===== config.mk =====
export PLATFORM = sky130hd
export DESIGN_NAME = tree_feature_loader
export DESIGN_NICKNAME = d
export VERILOG_FILES = /design/src/rtl/tree_feature_loader.sv
export SDC_FILE = /design/constraint.sdc
export NUM_CORES = 1
export LEC_CHECK = 0
export ABC_AREA = 0
export ABC_CLOCK_PERIOD_IN_PS = 8300
export CAP_MARGIN = 0
export CORE_MARGIN = 2
export CORE_UTILIZATION = 29
export DETAILED_ROUTE_END_ITERATION = 6
export GPL_TIMING_DRIVEN = 1
export HOLD_SLACK_MARGIN = 0.03
export PLACE_DENSITY = 0.5
export SYNTH_ARGS = -nofsm -noshare
export SYNTH_HDL_FRONTEND = slang
export SYNTH_SLANG_ARGS = --single-unit

===== constraint.sdc =====
create_clock -name clk -period 8.3 [get_ports clk]
set_input_delay 0.83 -clock clk [delete_from_list [all_inputs] [get_ports clk]]
set_output_delay 0.83 -clock clk [all_outputs]
set_load 0.01 [all_outputs]

===== src/rtl/tree_feature_loader.sv =====
// tree_feature_loader
// Assembles a byte-serial stream of quantised features into one parallel
// feature vector (feature 0 in the low slot) for the combinational decision
// tree. Double-buffered: fill_buf collects the next frame while frame_data is
// held for the consumer.
//
// Ports
//   clk, rst      single rising-edge clock, asynchronous active-high reset
//   s_data        incoming feature value (FW bits)
//   s_valid       s_data is valid
//   s_last        marks the final feature of a frame
//   s_ready       loader can accept a byte (registered)
//   frame_data    feature i at bits [i*FW +: FW]
//   frame_valid   frame_data holds a complete frame
//   frame_ready   consumer has sampled frame_data
//   frame_err     one-cycle pulse when a frame is discarded (short/long/timeout)
//   fill_count    bytes currently in the fill buffer
//   fsm_state     debug view of the FSM: 0=FILL, 1=HOLD, 2=DROP
//
// Handshakes: a byte transfers on an edge where s_valid && s_ready; a frame
// is consumed on an edge where frame_valid && frame_ready. frame_data only
// changes on a load edge, never while frame_valid && !frame_ready.
//
// Optional build macro TREE_LOADER_TIMEOUT_EN: aborts a partial frame after
// TIMEOUT_CYCLES idle cycles in FILL. Without it partial frames wait forever.

module tree_feature_loader #(
   parameter int NUM_FEATURES   = 18,
   parameter int FW             = 8,
   parameter int TIMEOUT_CYCLES = 255,
   localparam int CW            = $clog2(NUM_FEATURES + 1)
) (
   input  logic                       clk,
   input  logic                       rst,
   input  logic [FW-1:0]              s_data,
   input  logic                       s_valid,
   input  logic                       s_last,
   output logic                       s_ready,
   output logic [NUM_FEATURES*FW-1:0] frame_data,
   output logic                       frame_valid,
   input  logic                       frame_ready,
   output logic                       frame_err,
   output logic [CW-1:0]              fill_count,
   output logic [1:0]                 fsm_state
);

   typedef enum logic [1:0] {
      FILL = 2'd0,
      HOLD = 2'd1,
      DROP = 2'd2
   } state_t;

   if (NUM_FEATURES < 2 || NUM_FEATURES > 64 || TIMEOUT_CYCLES < 1) begin : g_bad_param
      $error("tree_feature_loader: parameter out of range");
   end

   state_t                    state;
   logic [NUM_FEATURES*FW-1:0] fill_buf;
   logic [NUM_FEATURES*FW-1:0] merged;
   logic                      xfer;
   logic                      wr_en;
   logic                      last_slot;
   logic                      can_load;
   logic                      timeout_hit;

   assign xfer      = s_valid && s_ready;
   assign wr_en     = xfer && (state == FILL);
   assign last_slot = (fill_count == CW'(NUM_FEATURES - 1));
   assign can_load  = !frame_valid || frame_ready;
   assign fsm_state = state;

   // The final byte is not yet in fill_buf on its own transfer edge, so a
   // same-edge load takes it straight from s_data.
   always_comb begin
      merged = fill_buf;
      merged[(NUM_FEATURES-1)*FW +: FW] = s_data;
   end

`ifdef TREE_LOADER_TIMEOUT_EN
   localparam int TW = $clog2(TIMEOUT_CYCLES + 1);
   logic [TW-1:0] idle_cnt;

   // Fires on the TIMEOUT_CYCLES-th consecutive idle edge of a partial frame.
   assign timeout_hit = (state == FILL) && (fill_count != '0) && !xfer &&
                        (idle_cnt == TW'(TIMEOUT_CYCLES - 1));

   always_ff @(posedge clk or posedge rst) begin
      if (rst) begin
         idle_cnt <= '0;
      end else if (state != FILL || xfer || fill_count == '0 || timeout_hit) begin
         idle_cnt <= '0;
      end else begin
         idle_cnt <= idle_cnt + 1'b1;
      end
   end
`else
   assign timeout_hit = 1'b0;
`endif

   always_ff @(posedge clk or posedge rst) begin
      if (rst) begin
         state       <= FILL;
         s_ready     <= 1'b0;
         frame_valid <= 1'b0;
         frame_err   <= 1'b0;
         fill_count  <= '0;
         frame_data  <= '0;
         fill_buf    <= '0;
      end else begin
         frame_err <= 1'b0;
         if (frame_valid && frame_ready) frame_valid <= 1'b0;

         for (int i = 0; i < NUM_FEATURES; i++) begin
            if (wr_en && fill_count == CW'(i)) fill_buf[i*FW +: FW] <= s_data;
         end

         case (state)
            FILL: begin
               s_ready <= 1'b1;
               if (xfer) begin
                  if (last_slot && s_last) begin
                     if (can_load) begin
                        frame_data  <= merged;
                        frame_valid <= 1'b1;
                        fill_count  <= '0;
                     end else begin
                        // Output buffer busy: keep the full frame in fill_buf
                        // and stop accepting until the consumer frees it.
                        state   <= HOLD;
                        s_ready <= 1'b0;
                     end
                  end else if (s_last) begin
                     frame_err  <= 1'b1;
                     fill_count <= '0;
                  end else if (last_slot) begin
                     frame_err  <= 1'b1;
                     fill_count <= '0;
                     state      <= DROP;
                  end else begin
                     fill_count <= fill_count + 1'b1;
                  end
               end else if (timeout_hit) begin
                  frame_err  <= 1'b1;
                  fill_count <= '0;
               end
            end
            HOLD: begin
               if (frame_ready) begin
                  frame_data  <= fill_buf;
                  frame_valid <= 1'b1;
                  fill_count  <= '0;
                  state       <= FILL;
                  s_ready     <= 1'b1;
               end
            end
            DROP: begin
               s_ready <= 1'b1;
               if (xfer && s_last) state <= FILL;
            end
            default: begin
               state   <= FILL;
               s_ready <= 1'b0;
            end
         endcase
      end
   end

endmodule


# After elaboration in Yosys (flattened, before gate mapping)
# Index checks and enable logic that the tools add are counted.
[classes]
n_reduce_logical = 31
shift = 0
n_mul = 0
addsub = 1
n_eq_ne = 28
magnitude_cmp = 0
muxes = 36
bitwise = 0
div = 0
[op_table]
columns = ["operator", "n"]
rows = [
  ["$mux W144", 4],
  ["$pmux W144 S2", 1],
  ["$eq A5 B4 Y1 const B", 8],
  ["$mux W5", 6],
  ["$logic_and A1 B1 Y1", 23],
  ["$eq A5 B3 Y1 const B", 4],
  ["$mux W1", 14],
  ["$mux W2", 7],
  ["$eq A5 B2 Y1 const B", 2],
  ["$eq A5 B5 Y1 const B", 2],
  ["$pmux W5 S2", 1],
  ["$ne A2 B2 Y1 const B", 4],
  ["$ne A3 B2 Y1 const B", 2],
  ["$ne A3 B3 Y1 const B", 2],
  ["$pmux W2 S3", 1],
  ["$reduce_and A6 Y1", 1],
  ["$add A5 B1 Y5 const B", 1],
  ["$eq A5 B1 Y1 const B", 1],
  ["$logic_not A5 Y1", 1],
  ["$reduce_and A5 Y1", 1],
  ["$reduce_and A4 Y1", 1],
  ["$pmux W1 S3", 1],
  ["$eq A2 B1 Y1 const B", 1],
  ["$eq A2 B2 Y1 const B", 1],
  ["6 further kinds", 6],
]
[word_totals]
rom_bits = 0
register_bits = 298
input_bits = 13
wordCells = 120
ramBits = 0
memories = 0
latchBits = 0
output_inout_bits = 154

# Longest topological paths before layout
# Gate-level depths: netlist of run 1.
[logic_depth]
ltp_word = 6
ltp_mapped = 11
mapped_depth_nobuf = 8

# Worst setup path after synthesis of run 1
# OpenSTA, ideal clock, no wires.
[synth_timing]
path_kind = "reg-to-reg"
start = "reg fill_count[1]"
end = "reg frame_data[0]"
arrival_time_ps = 2195
t_required_ps = 8175
path_buffers = 4
setup_ps = 125
synth_period_minus_slack_ps = 2320
stages_incl_launch_ff = 12
path_slack_ps = 5980
cell_sequence = "dfrtp_1 > inv_1 > ha_1 > nor4bb_1 > buf_2 > ha_1 > nand3_1 > a21o_1 > buf_2 > buf_6 > buf_6 > mux2_4"
[synth_between]
elab_chain_len = 4
[synth_lines]
columns = ["item", "line", "text"]
rows = [
  ["start, declared", "43", "output logic [CW-1:0] fill_count,"],
  ["start signal, assigned", "140", "fill_count <= fill_count + 1'b1;"],
  ["$eq A5 B5 Y1", "68", "assign last_slot = (fill_count == CW'(NUM_FEATURES - 1));"],
  ["$logic_and A1 B1 Y1", "121", "if (last_slot && s_last) begin"],
  ["$ne A2 B1 Y1 (no line)", "n/a", ""],
  ["$reduce_and A5 Y1 (no line)", "n/a", ""],
  ["end signal, assigned", "123", "frame_data <= merged;"],
  ["end signal, assigned", "149", "frame_data <= fill_buf;"],
  ["end, declared", "39", "output logic [NUM_FEATURES*FW-1:0] frame_data,"],
]
# Every way passes these cells.
# A chain may end at the register's enable or synchronous reset.

# Worst setup path after layout of run 1
[layout_timing]
start = "reg state[1], in the netlist fsm_state[1]"
end = "reg frame_data[105]"
[layout_between]
elab_chain_len = 3
word_cells_on_any_way = 9
cone_classes = "eq/ne (5); mux (1); reduce/logical (3)"
[layout_lines]
columns = ["item", "line", "text"]
rows = [
  ["start, declared", "57", "state_t state;"],
  ["start signal, assigned", "102", "state <= FILL;"],
  ["start signal, assigned", "129", "state <= HOLD;"],
  ["start signal, assigned", "138", "state <= DROP;"],
  ["$eq A2 B1 Y1 / $logic_not A2 Y1 (equally long branches)", "117", "case (state)"],
  ["$ne A2 B2 Y1 (no line) (tied with other cells)", "n/a", ""],
  ["$reduce_and A5 Y1 (no line)", "n/a", ""],
]
# Several ways; a longest one is shown, not always the timed one.

==> results.toml, run 1 <==
[status]
status = "finished, final reports clean"

[global_route]
grt_overflow = 0
grtUsageTotal = 0.1348
antenna_found_initial = 0
grt_max_degree = 162
grt_pass1_wl_um = 43170
first_global_vias = 6851

[clocking]
postCtsHoldBufs = 0
cts_tree = "done"
postCtsSetupRepairBufs = 0
cts-resized-gates = 0
cts_buffer_depth = 3
cts-buffers-inserted = 36
cts.clk_slew.worst_paths_ns = 0.06
htree_levels = 2
root_buffer = "clkbuf_16"
clkLatencyLatePin_ns = 0.52
cts_sinks = 298

[floorplan]
dieArea_um2 = 42690
initial_core_util = 0.2929
fp.dieW_um = 206.6
rows = 74
io_pins = 167
coreArea_um2 = 40650
die_h_um = 206.6

[yosys]
netlist_area_um2 = 11900
avgSynthCellArea_um2 = 16.26
seq_area_frac_synth = 0.6264
synthCells = 732
synth.area.top_cells = "dfrtp_1, mux2_2, mux2_4"
yosysWarnings = 0
synth_seq_cells = 298
synth_nets = 756
synth.largest_area_cell = "dfrtp_1"
synth_top_area_frac = 0.6264
synth.distinct_cells = 40

[final_layout]
areaGrowthSynthToFinish_pct = 28.62
final_common_cell = "dfrtp_1"
antenna_cells = 0
drive_above_1_share = 0.4006
final_util = 0.3767
final_cell_mix = "dfrtp_1, mux2_2, clkdlybuf4s50_1, mux2_4, clkbuf_16"
nNetsFinal = 930
final_cells = 1463

[detailed_routing]
ant_nets = 0
drtPass1Iterations = 4
wl_per_cell_um = 19.30
drcViolationCount = 0
wirelength_um = 28240
initialDrtViolationCount = 260
viasPerCell = 4.429
vias = 6480

[power_and_ir_drop]
power_mw = 3.621
power_leakage_nw = 7.388
clkPwrFrac = 0.439
internal-power_mw = 2.798
ir_drop_v = 0.0001300
combPwrFrac = 0.081
p_sw_mw = 0.8227
p_sw_frac = 0.2272
seq_power_share = 0.480
power_density_nw_per_um2 = 236.5

[sta]
tightest_slew_ns = 1.114
rsz0062_at_grt = "false"
whs_ns = 0.4888
slew_headroom = 0.2575
fin_crit_ns = 3.861
hold_viol = 0
maxSlewViolCount = 0
fin_setup_tns_ns = 0
fmax_ghz = 0.2590
period_share = 0.4652
skew_ns = 0.01496
setup_viol = 0

[placed_design]
place.gp.congestion = 0.7101
dp_hpwl_um = 17540
placedCellCount = 1400
portBuffers = 166

[worst_setup_path]
reg2reg_depth = 7
r2r_slack_ns = 4.44
path_class = "reg2reg"
critPathArrivalTime_ns = 4.26
worst_setup_path_end_kind = "flip-flop"
critical_path_required_ns = 8.70
cp-start-kind = "flip-flop"
worstPathMaxFanout = 67

[min_path]
hold_depth = 1
hold_class = "reg2reg"

[run]
cap_viol_max_count = 0
[worst paths after layout]
path	to	from
max	frame_data[105]	fsm_state[1]
min	frame_data[119]	fill_buf[119]
max reg2reg	frame_data[105]	fsm_state[1]
min reg2reg	frame_data[119]	fill_buf[119]
max in group asynchronous	frame_data[137]	rst
min in group asynchronous	fsm_state[0]	rst
[critical path, cell delays in order, from the launching register on]
cell and delay [ns]:
dfrtp_1 0.41, inv_1 0.10, ha_1 0.60, nor2b_1 0.29, a21o_1 0.31, a21o_4 0.85, buf_4 0.68, mux2_2 0.41
[Yosys cell counts, drive strengths merged]
library cell	count
a2111o	1
a211o	1
a21o	2
a21oi	2
a221o	1
a22o	3
and2	5
and3	2
and4b	1
buf	32
clkbuf	12
dfrtp	298
ha	11
inv	8
mux2	297
nand2	20
nand2b	3
nand3	5
nand4	2
nor2	4
nor2b	5
nor3	1
nor4	3
nor4bb	1
o21ai	4
o22ai	1
o31a	1
o31ai	2
o32a	1
o41ai	1
or2	1
or4	1
[final cells by class]
type / instances / area (µm²)
clock buffers: 51 / 1018
repair buffers: 180 / 1779
inverters: 8 / 33.78
flip-flops and latches: 298 / 7457
fillers: 3876 / 25340
multi-input cells: 382 / 4185
clock inverters: 12 / 171.4
well taps: 532 / 665.6
[logic make-up (layout without fill, tap and decap cells)]
logic type	after synthesis	count (layout)	synth area share
compound gates	20	20	0.01261
mux	297	297	0.2999
buf+inv	52	251	0.02260
simple gates	54	54	0.02691
flops	298	298	0.6264
fa+ha+maj	11	11	0.01156
[sequential cells by signal, indices dropped and copies added (netlist names)]
signal and cells:
fill_buf 144, fill_count 5, frame_data 144, frame_err 1, frame_valid 1, fsm_state 2, s_ready 1
[per-stage QoR]
stage	instance area (µm²)	setup WS, ns
after floorplan	11910	3.511
after global placement	14120	4.320
after detailed placement	14120	4.283
after CTS	15310	4.350
after global routing	15310	4.085
final	15310	4.439
[power by group through the flow]
stage / Sequential (mW) / Combinational, mW / Clock, mW
after floorplan: 1.74 / 0.234 / 0
after global placement: 1.76 / 0.296 / 0
after detailed placement: 1.77 / 0.303 / 0
after CTS: 1.74 / 0.304 / 1.64
after global routing: 1.76 / 0.329 / 1.70
final: 1.74 / 0.294 / 1.59
[routing by layer]
layer / track usage / wire, µm / vias to the layer above
met3: 0.04741 / 2246 / 35
met4: 0.03265 / 457 / 0
met2: 0.2047 / 12540 / 149
met5: 0 / 0 / -
li1: - / - / 2932
met1: 0.1841 / 13000 / 3364
(Power assumes the default switching activity.)
==> run 2, diff against run 1 <==
- ABC_CLOCK_PERIOD_IN_PS: 8300 -> 3500
- clock period: 8.3 -> 3.5 ns (I/O delays scaled with it)
==> results.toml, run 2 (synthesized netlist as in run 1, its figures left out) <==
[status]
status = "finished, final reports clean"

[sta]
tightest_slew_ns = 0.7983
slew_headroom = 0.4661
fin_crit_ns = 2.549
hold_viol = 0
skew_ns = 0.02119
maxSlewViolCount = 0
setup_viol = 0
finalWorstSetupSlack_ns = 0.9513
rsz0062_at_grt = "false"
fmax_ghz = 0.3924
period_share = 0.7282

[clocking]
cts_sinks = 298
cts.clk_slew.worst_paths_ns = 0.06
cts_buffer_depth = 3
cts-buffers-inserted = 35
postCtsHoldBufs = 0
cts_tree = "done"
cts-resized-gates = 0
postCtsSetupRepairBufs = 0
htree_levels = 2
clkLatencyLatePin_ns = 0.55
root_buffer = "clkbuf_16"

[final_layout]
areaGrowthSynthToFinish_pct = 30.00
final_common_cell = "dfrtp_1"
final_cell_area_um2 = 15470
antenna_cells = 0
final_cell_mix = "dfrtp_1, mux2_2, clkdlybuf4s50_1, mux2_4, clkbuf_16"
final_util = 0.3807
top_regs = "fill_buf: 144 flops, frame_data: 144 flops, fill_count: 5 flops"
drive_above_1_share = 0.4088
nNetsFinal = 934

[worst_setup_path]
crit_path_cell_trace = "inv_1 -> ha_1 -> nor4bb_1 -> ha_1 -> nand3_1 -> a21o_4 -> buf_12 -> mux2_4"
path_class = "reg2reg"
critical_path_required_ns = 3.91
worstPathMaxFanout = 34
critPathArrivalTime_ns = 2.96
cp-start-kind = "flip-flop"
cp_top_family = "adder cells"
worst_setup_path_end_kind = "flip-flop"
max_stage_delay_ns = 0.44
crit_slowest_cell = "dfrtp_1"
cp.buffers_inverters = 2
cpMostUsedCell = "ha_1"

[floorplan]
rows = 74
initial_core_util = 0.2929
io_pins = 167
dieArea_um2 = 42690
fp.dieW_um = 206.6
die_h_um = 206.6
coreArea_um2 = 40650

[detailed_routing]
initialDrtViolationCount = 306
wl_per_cell_um = 19.49
viasPerCell = 4.454
drtPass1Iterations = 4
vias = 6543
drcViolationCount = 0
wirelength_um = 28630
ant_nets = 0

[global_route]
antenna_found_initial = 1
grtUsageTotal = 0.1378
first_global_vias = 7003
grt_overflow = 0
grt_max_degree = 130
grt_pass1_wl_um = 44000

[placed_design]
place_ws_ns = 0.8541
dp_hpwl_um = 18240
place.gp.congestion = 0.7413
place_area_um2 = 14210
portBuffers = 166

[min_path]
hold_class = "in2async"

[power_and_ir_drop]
ir_drop_v = 0.0002912
power_leakage_nw = 7.469
power_density_nw_per_um2 = 566.4

[run]
cap_viol_max_count = 0
run 2: cell count changes in the layout (fill, tap and decap cells not counted), sizes merged:
cell	delta
clkinv	+1
inv	-2
buf	+5
clkinvlp	+1
bufinv	+1
run 2: per-layer routing:
metal  global-route usage  wire [µm]  up-vias
met5                    0          0        -
met4              0.04209        544        0
met3              0.03799       1752       46
met2               0.2056      12490      151
met1               0.1946      13840     3386
li1                     -          -     2960
run 2: cell type report:
| cell class | instances | area, µm² |
|---|---|---|
| multi-input combinational | 382 | 4185 |
| fill | 3844 | 25170 |
| inverter | 8 | 33.78 |
| clock buffer | 51 | 1036 |
| clock inverter | 13 | 230.2 |
| timing repair buffer | 185 | 1867 |
| sequential | 298 | 7457 |
| tap | 532 | 665.6 |
run 2: path summary, 6_finish.rpt:
check                         startpoint         endpoint  slack (ns)  cells after the start
min in group clk            fill_buf[81]   frame_data[81]        0.48                      1
min                                  rst   frame_data[16]        0.10                      2
max in group asynchronous            rst   frame_data[87]        2.44                      3
max reg2reg                fill_count[1]  frame_data[118]        0.95                      8
min reg2reg                 fill_buf[81]   frame_data[81]        0.48                      1
max                        fill_count[1]  frame_data[118]        0.95                      8
run 2: where the power goes:
group	switching [mW]	internal, mW
Combinational	0.293	0.412
Clock	1.48	2.45
Sequential	0.235	3.90
run 2: worst reg2reg max path: stages (launching register included):
cell and delay [ns]:
dfrtp_1 0.44, inv_1 0.10, ha_1 0.14, nor4bb_1 0.34
ha_1 0.31, nand3_1 0.11, a21o_4 0.38, buf_12 0.27
mux2_4 0.33
run 2: per-stage QoR:
step                      setup TNS [ns]  hold slack (ns)  instances  total power [mW]
after floorplan                  -241.11           0.4602        732             4.671
after global placement                 0           0.4765       1405             4.895
after global routing                   0          0.08981       1469             9.189
after CTS                              0          0.07375       1469             8.931
final                                  0           0.1030       1469             8.765
after detailed placement               0           0.4791       1405             4.923
